File: config.mk
export PLATFORM = sky130hd
export DESIGN_NAME = wt_mem_arbiter
export DESIGN_NICKNAME = d
export VERILOG_FILES = /design/src/rtl/wt_mem_arbiter.sv
export SDC_FILE = /design/constraint.sdc
export NUM_CORES = 1
export LEC_CHECK = 0
export BUFFER_PORTS_ARGS = -buffer_cell sky130_fd_sc_hd__buf_2
export CAP_MARGIN = 40
export CORE_AREA = 2 2 305 307
export DETAILED_ROUTE_END_ITERATION = 10
export DIE_AREA = 0 0 307 309
export PLACE_DENSITY_LB_ADDON = 0.15
export SLEW_MARGIN = 20
export SYNTH_ARGS = -nofsm -noshare
export SYNTH_HDL_FRONTEND = slang
export SYNTH_SLANG_ARGS = --single-unit
File: constraint.sdc
create_clock -name clk_i -period 2.92 [get_ports clk_i]
set_input_delay 0.146 -clock clk_i [delete_from_list [all_inputs] [get_ports clk_i]]
set_output_delay 0.146 -clock clk_i [all_outputs]
set_load 0.05 [all_outputs]
File: src/rtl/wt_mem_arbiter.sv
`default_nettype none
// ============================================================================
// Module   : wt_mem_arbiter
// Brief    : N-client arbiter between write-through L1 caches and one memory
//            adapter; tags requests with the client index, routes returns.
// Revision : 1.0 - initial release
// ============================================================================
module wt_mem_arbiter #(
    parameter int unsigned NUM_PORTS       = 2,
    parameter int unsigned TID_WIDTH       = 2,
    parameter int unsigned PAYLOAD_WIDTH   = 128,
    parameter int unsigned RTRN_WIDTH      = 192,
    parameter int unsigned MAX_OUTSTANDING = 8,
    parameter int unsigned STRICT_PRIO     = 0,
    localparam int unsigned c_port_w       = (NUM_PORTS > 1) ? $clog2(NUM_PORTS) : 1,
    localparam int unsigned c_gtid_w       = c_port_w + TID_WIDTH,
    localparam int unsigned c_cnt_w        = $clog2(MAX_OUTSTANDING + 1)
) (
    input  logic                               clk_i,
    input  logic                               rst_ni,
    input  logic [NUM_PORTS-1:0]               req_valid_i,
    output logic [NUM_PORTS-1:0]               req_ready_o,
    input  logic [NUM_PORTS*TID_WIDTH-1:0]     req_txid_i,
    input  logic [NUM_PORTS*PAYLOAD_WIDTH-1:0] req_payload_i,
    output logic                               mem_req_valid_o,
    input  logic                               mem_req_ready_i,
    output logic [c_gtid_w-1:0]                mem_req_txid_o,
    output logic [PAYLOAD_WIDTH-1:0]           mem_req_payload_o,
    input  logic                               mem_rtrn_valid_i,
    input  logic [c_gtid_w-1:0]                mem_rtrn_txid_i,
    input  logic [RTRN_WIDTH-1:0]              mem_rtrn_payload_i,
    output logic [NUM_PORTS-1:0]               rtrn_valid_o,
    output logic [TID_WIDTH-1:0]               rtrn_txid_o,
    output logic [RTRN_WIDTH-1:0]              rtrn_payload_o,
    output logic                               idle_o,
    output logic                               err_o
);

    logic                     r_mem_req_valid;
    logic [c_gtid_w-1:0]      r_mem_req_txid;
    logic [PAYLOAD_WIDTH-1:0] r_mem_req_payload;
    logic [c_port_w-1:0]      r_rr_ptr;
    logic                     r_err;

    logic [NUM_PORTS-1:0]     w_eligible;
    logic [NUM_PORTS-1:0]     w_cnt_nz;
    logic [NUM_PORTS-1:0]     w_grant_vec;
    logic [NUM_PORTS-1:0]     w_rtrn_hit;
    logic [TID_WIDTH-1:0]     w_txid    [NUM_PORTS];
    logic [PAYLOAD_WIDTH-1:0] w_payload [NUM_PORTS];

    logic                     w_can_load;
    logic                     w_found;
    logic                     w_grant;
    logic [c_port_w-1:0]      w_winner;
    logic [c_port_w-1:0]      w_idx;
    logic [c_port_w:0]        w_sum;
    logic [c_port_w-1:0]      w_rr_next;
    logic [c_port_w-1:0]      w_rtrn_port;
    logic                     w_spurious;

    assign w_can_load  = !r_mem_req_valid || mem_req_ready_i;
    assign w_rtrn_port = mem_rtrn_txid_i[c_gtid_w-1:TID_WIDTH];

    // Per-client slice of the packed inputs plus the outstanding counter
    for (genvar i = 0; i < NUM_PORTS; i++) begin : g_port
        logic [c_cnt_w-1:0] r_cnt;

        assign w_txid[i]      = req_txid_i[i*TID_WIDTH +: TID_WIDTH];
        assign w_payload[i]   = req_payload_i[i*PAYLOAD_WIDTH +: PAYLOAD_WIDTH];
        assign w_cnt_nz[i]    = (r_cnt != '0);
        assign w_eligible[i]  = req_valid_i[i] && (r_cnt < c_cnt_w'(MAX_OUTSTANDING));
        assign w_grant_vec[i] = w_grant && (w_winner == c_port_w'(i));
        assign w_rtrn_hit[i]  = mem_rtrn_valid_i && (w_rtrn_port == c_port_w'(i)) && w_cnt_nz[i];

        always_ff @(posedge clk_i or negedge rst_ni) begin
            if (!rst_ni) begin
                r_cnt <= '0;
            end else if (w_grant_vec[i] && !w_rtrn_hit[i]) begin
                r_cnt <= r_cnt + c_cnt_w'(1);
            end else if (!w_grant_vec[i] && w_rtrn_hit[i]) begin
                r_cnt <= r_cnt - c_cnt_w'(1);
            end
        end
    end

    // Search order starts at the rotating pointer, or at port 0 for fixed priority
    always_comb begin
        w_found  = 1'b0;
        w_winner = '0;
        w_idx    = '0;
        w_sum    = '0;
        for (int k = 0; k < NUM_PORTS; k++) begin
            if (STRICT_PRIO != 0) begin
                w_sum = (c_port_w+1)'(k);
            end else begin
                w_sum = {1'b0, r_rr_ptr} + (c_port_w+1)'(k);
                if (w_sum >= (c_port_w+1)'(NUM_PORTS)) begin
                    w_sum = w_sum - (c_port_w+1)'(NUM_PORTS);
                end
            end
            w_idx = w_sum[c_port_w-1:0];
            if (!w_found && w_eligible[w_idx]) begin
                w_found  = 1'b1;
                w_winner = w_idx;
            end
        end
    end

    assign w_grant   = w_found && w_can_load && rst_ni;
    assign w_rr_next = (w_winner == c_port_w'(NUM_PORTS - 1)) ? '0 : (w_winner + c_port_w'(1));

    always_ff @(posedge clk_i or negedge rst_ni) begin
        if (!rst_ni) begin
            r_mem_req_valid   <= 1'b0;
            r_mem_req_txid    <= '0;
            r_mem_req_payload <= '0;
            r_rr_ptr          <= '0;
        end else if (w_grant) begin
            r_mem_req_valid   <= 1'b1;
            r_mem_req_txid    <= {w_winner, w_txid[w_winner]};
            r_mem_req_payload <= w_payload[w_winner];
            r_rr_ptr          <= w_rr_next;
        end else if (mem_req_ready_i) begin
            r_mem_req_valid   <= 1'b0;
        end
    end

    // A return is spurious when no client owns an outstanding slot for it
    assign w_spurious = mem_rtrn_valid_i && !(|w_rtrn_hit);

    always_ff @(posedge clk_i or negedge rst_ni) begin
        if (!rst_ni) begin
            r_err <= 1'b0;
        end else if (w_spurious) begin
            r_err <= 1'b1;
        end
    end

    assign req_ready_o       = w_grant_vec;
    assign mem_req_valid_o   = r_mem_req_valid;
    assign mem_req_txid_o    = r_mem_req_txid;
    assign mem_req_payload_o = r_mem_req_payload;
    assign rtrn_valid_o      = rst_ni ? w_rtrn_hit : '0;
    assign rtrn_txid_o       = mem_rtrn_txid_i[TID_WIDTH-1:0];
    assign rtrn_payload_o    = mem_rtrn_payload_i;
    assign idle_o            = !(|w_cnt_nz) && !r_mem_req_valid;
    assign err_o             = r_err;

endmodule
`default_nettype wire

==> flow_summary.ini <==
[outcome]
status = finished clean

[clock_network]
clock-sinks = 142
cts_hold_buf = 263
cts_resized = 0
clk_path_buf_depth = 2
cts_root_buffer = clkbuf_16
htreeDepth = 4
cts-buffers-inserted = 17
clock_latency_ns = 0.50
cts_tree = built
post_cts_buffers = 0
clk_transition_reported_paths_ns = 0.08

[setup_path]
crit_slowest_cell = dlygate4sd3_1
critPathMaxFanout = 73
cp_data_required_time_ns = 3.27
critPathKind = reg -> reg
critPathArrivalTime_ns = 3.07
path_delay_family = buffers and inverters
max_stage_delay_ns = 0.58
crit_path_start_kind = flip-flop
critPathBufInv = 2
crit_chain = or3b_1, nand2_8, buf_12, mux2i_1, dlygate4sd3_1, o21ai_0
crit_path_end_kind = flip-flop

[drt]
routedWlPerCell_um = 12.6
drt_iter0_markers = 159
dr.pass1.iters = 4
dr_total_vias = 7192
antenna_left = 0
wirelength_um = 31300
vias_per_cell = 2.90
drc_errors = 0

[timing]
min_period_ns = 2.72
drv_slew = 0
skew_ns = 0.0133
tightest_slew_ns = 0.700
slew_headroom_pct = 53.4
tns_ns = 0
rsz0062_at_grt = no
setup_viol = 0
timing.fmax_mhz = 368
finalCritPeriodShare_pct = 93.1
hold_violations = 0

[final_layout]
fin_cells = 2484
final_nets = 1753
synthToLayoutAreaGrowth_pct = 63.1
drive_gt1_share_pct = 35.1

[logic_synthesis]
netlist_top_cells_area = dfrtp_1 44%, buf_4 18%, mux2i_1 16%
syn-mean-instance-area_um2 = 9.91
synth_edf_count = 0
synth_most_common_cell = buf_4
ys_seq_area_share_pct = 43.6
synthFlopType = dfrtp_1
ys_ff_latch = 142
ys_warn_count = 0
post_synth_num_cell_types = 32
syn_nets = 1292
syn_area_mm2 = 0.00816
async_reset_ff_share_pct = 100
synth_commonest_cells = 198 x buf_4, 142 x dfrtp_1, 133 x nand2_1, 130 x mux2i_1, 89 x o21ai_1
yosysTopAreaCellShare_pct = 43.6
syn-instance-count = 823
yosysTopAreaCell = dfrtp_1

[run]
drv_cap = 0

[place]
dp.cells = 2188
gp_congestion = 0.674
hpwl_um = 23300
port_buffers = 404

[floorplan]
die_h_um = 309
num_io_pins = 793
start_util_pct = 8.93
die_x_um = 307
rows = 111
core-area_mm2 = 0.0914
die-area_mm2 = 0.0949

[worst_hold_path]
min_path_type = in -> reg

[power]
leakage_nw = 6.61
ir_drop_mv = 0.486
p_per_area_mw_per_mm2 = 970

[grt]
grt_pass1_wl_um = 45400
grt_max_degree = 123
grt_usage_pct = 6.61
overflow = 0
first_global_vias = 7695
antenna_found_initial = 2
tightest hold or removal path: stages:
cell and delay [ns]:
buf_2 0.09, nor2b_1 0.16, o21ai_0 0.09, nand2_1 0.07
cell usage in the layout, fill, tap and decap left out, drive strengths merged, types with 2 or more instances in the layout:
| cell | instances |
|---|---|
| fa | 2 |
| o21ai | 133 |
| buf | 416 |
| dlygate4sd3 | 263 |
| nand2 | 134 |
| clkbuf | 20 |
| dfrtp | 142 |
| xnor2 | 6 |
| or4 | 2 |
| and3 | 2 |
| clkinvlp | 4 |
| bufinv | 2 |
| a21oi | 6 |
| nor2 | 3 |
| inv | 6 |
| o21bai | 2 |
| clkinv | 4 |
| nor2b | 2 |
| nand3 | 3 |
| ha | 6 |
| mux2 | 2 |
| mux2i | 130 |
worst paths after layout:
kind | slack [ns] | depth (start not counted) | start | to
setup reg to reg | 0.20 | 6 | g_port[0].r_cnt[3] | mem_req_payload_o[47]
hold reg to reg | 0.48 | 2 | mem_req_payload_o[63] | mem_req_payload_o[63]
max in group asynchronous | 1.45 | 4 | rst_ni | mem_req_payload_o[1]
hold / removal | 0.09 | 4 | req_valid_i[0] | mem_req_valid_o
min in group asynchronous | 0.38 | 3 | rst_ni | mem_req_payload_o[34]
setup / recovery | 0.20 | 6 | g_port[0].r_cnt[3] | mem_req_payload_o[47]
per-stage QoR:
stage | utilization [%] | instance area, µm² | setup WS (ns) | power, mW | hold slack [ns]
floorplan | - | 8180 | 0.0175 | 9.03 | -0.150
global placement | 11.0 | 10100 | 0.476 | 10.1 | 0.292
detailed placement | 11.0 | 10100 | 0.487 | 10.1 | 0.292
CTS | 14.6 | 13300 | 0.205 | 13.3 | 0.00848
global route | 14.6 | 13300 | 0.0944 | 13.8 | 0.105
finish | 14.6 | 13300 | 0.201 | 12.9 | 0.0851
report_power, final:
group / internal (mW) / total (mW) / switching [mW]
Sequential: 2.89 / 3.37 / 0.487
Combinational: 2.20 / 7.18 / 4.99
Clock: 1.33 / 2.34 / 1.02
Total: 6.41 / 12.9 / 6.49
routing by layer:
metal	wire (µm)	GRT usage, %
met1	11700	6.46
met2	14700	10.8
met3	2970	3.06
met4	1920	5.37
met5	0	0
logic make-up after synthesis:
kind of cell	after synthesis	share of synthesized area, %
xor+xnor	6	0.644
buf+inv	241	21.8
fa+ha+maj	8	1.41
flops	142	43.6
simple gates	150	7.38
compound gates	144	9.00
mux	132	16.2
cell type report:
cell class,instances,area [µm²]
clock buffer,20,467
fill,10421,78100
timing repair buffer,679,4790
tap,1186,1480
multi-input combinational,440,2860
clock inverter,12,135
antenna,1,2.50
inverter,4,15.0
sequential,142,3550
sequential cells by signal, summed over array words and instances, names as in the netlist:
| signal | count |
|---|---|
| r_rr_ptr | 1 |
| g_port.r_cnt | 8 |
| mem_req_txid_o | 3 |
| mem_req_payload_o | 128 |
| mem_req_valid_o | 1 |
| err_o | 1 |
Power figures use the tool's default switching activity.
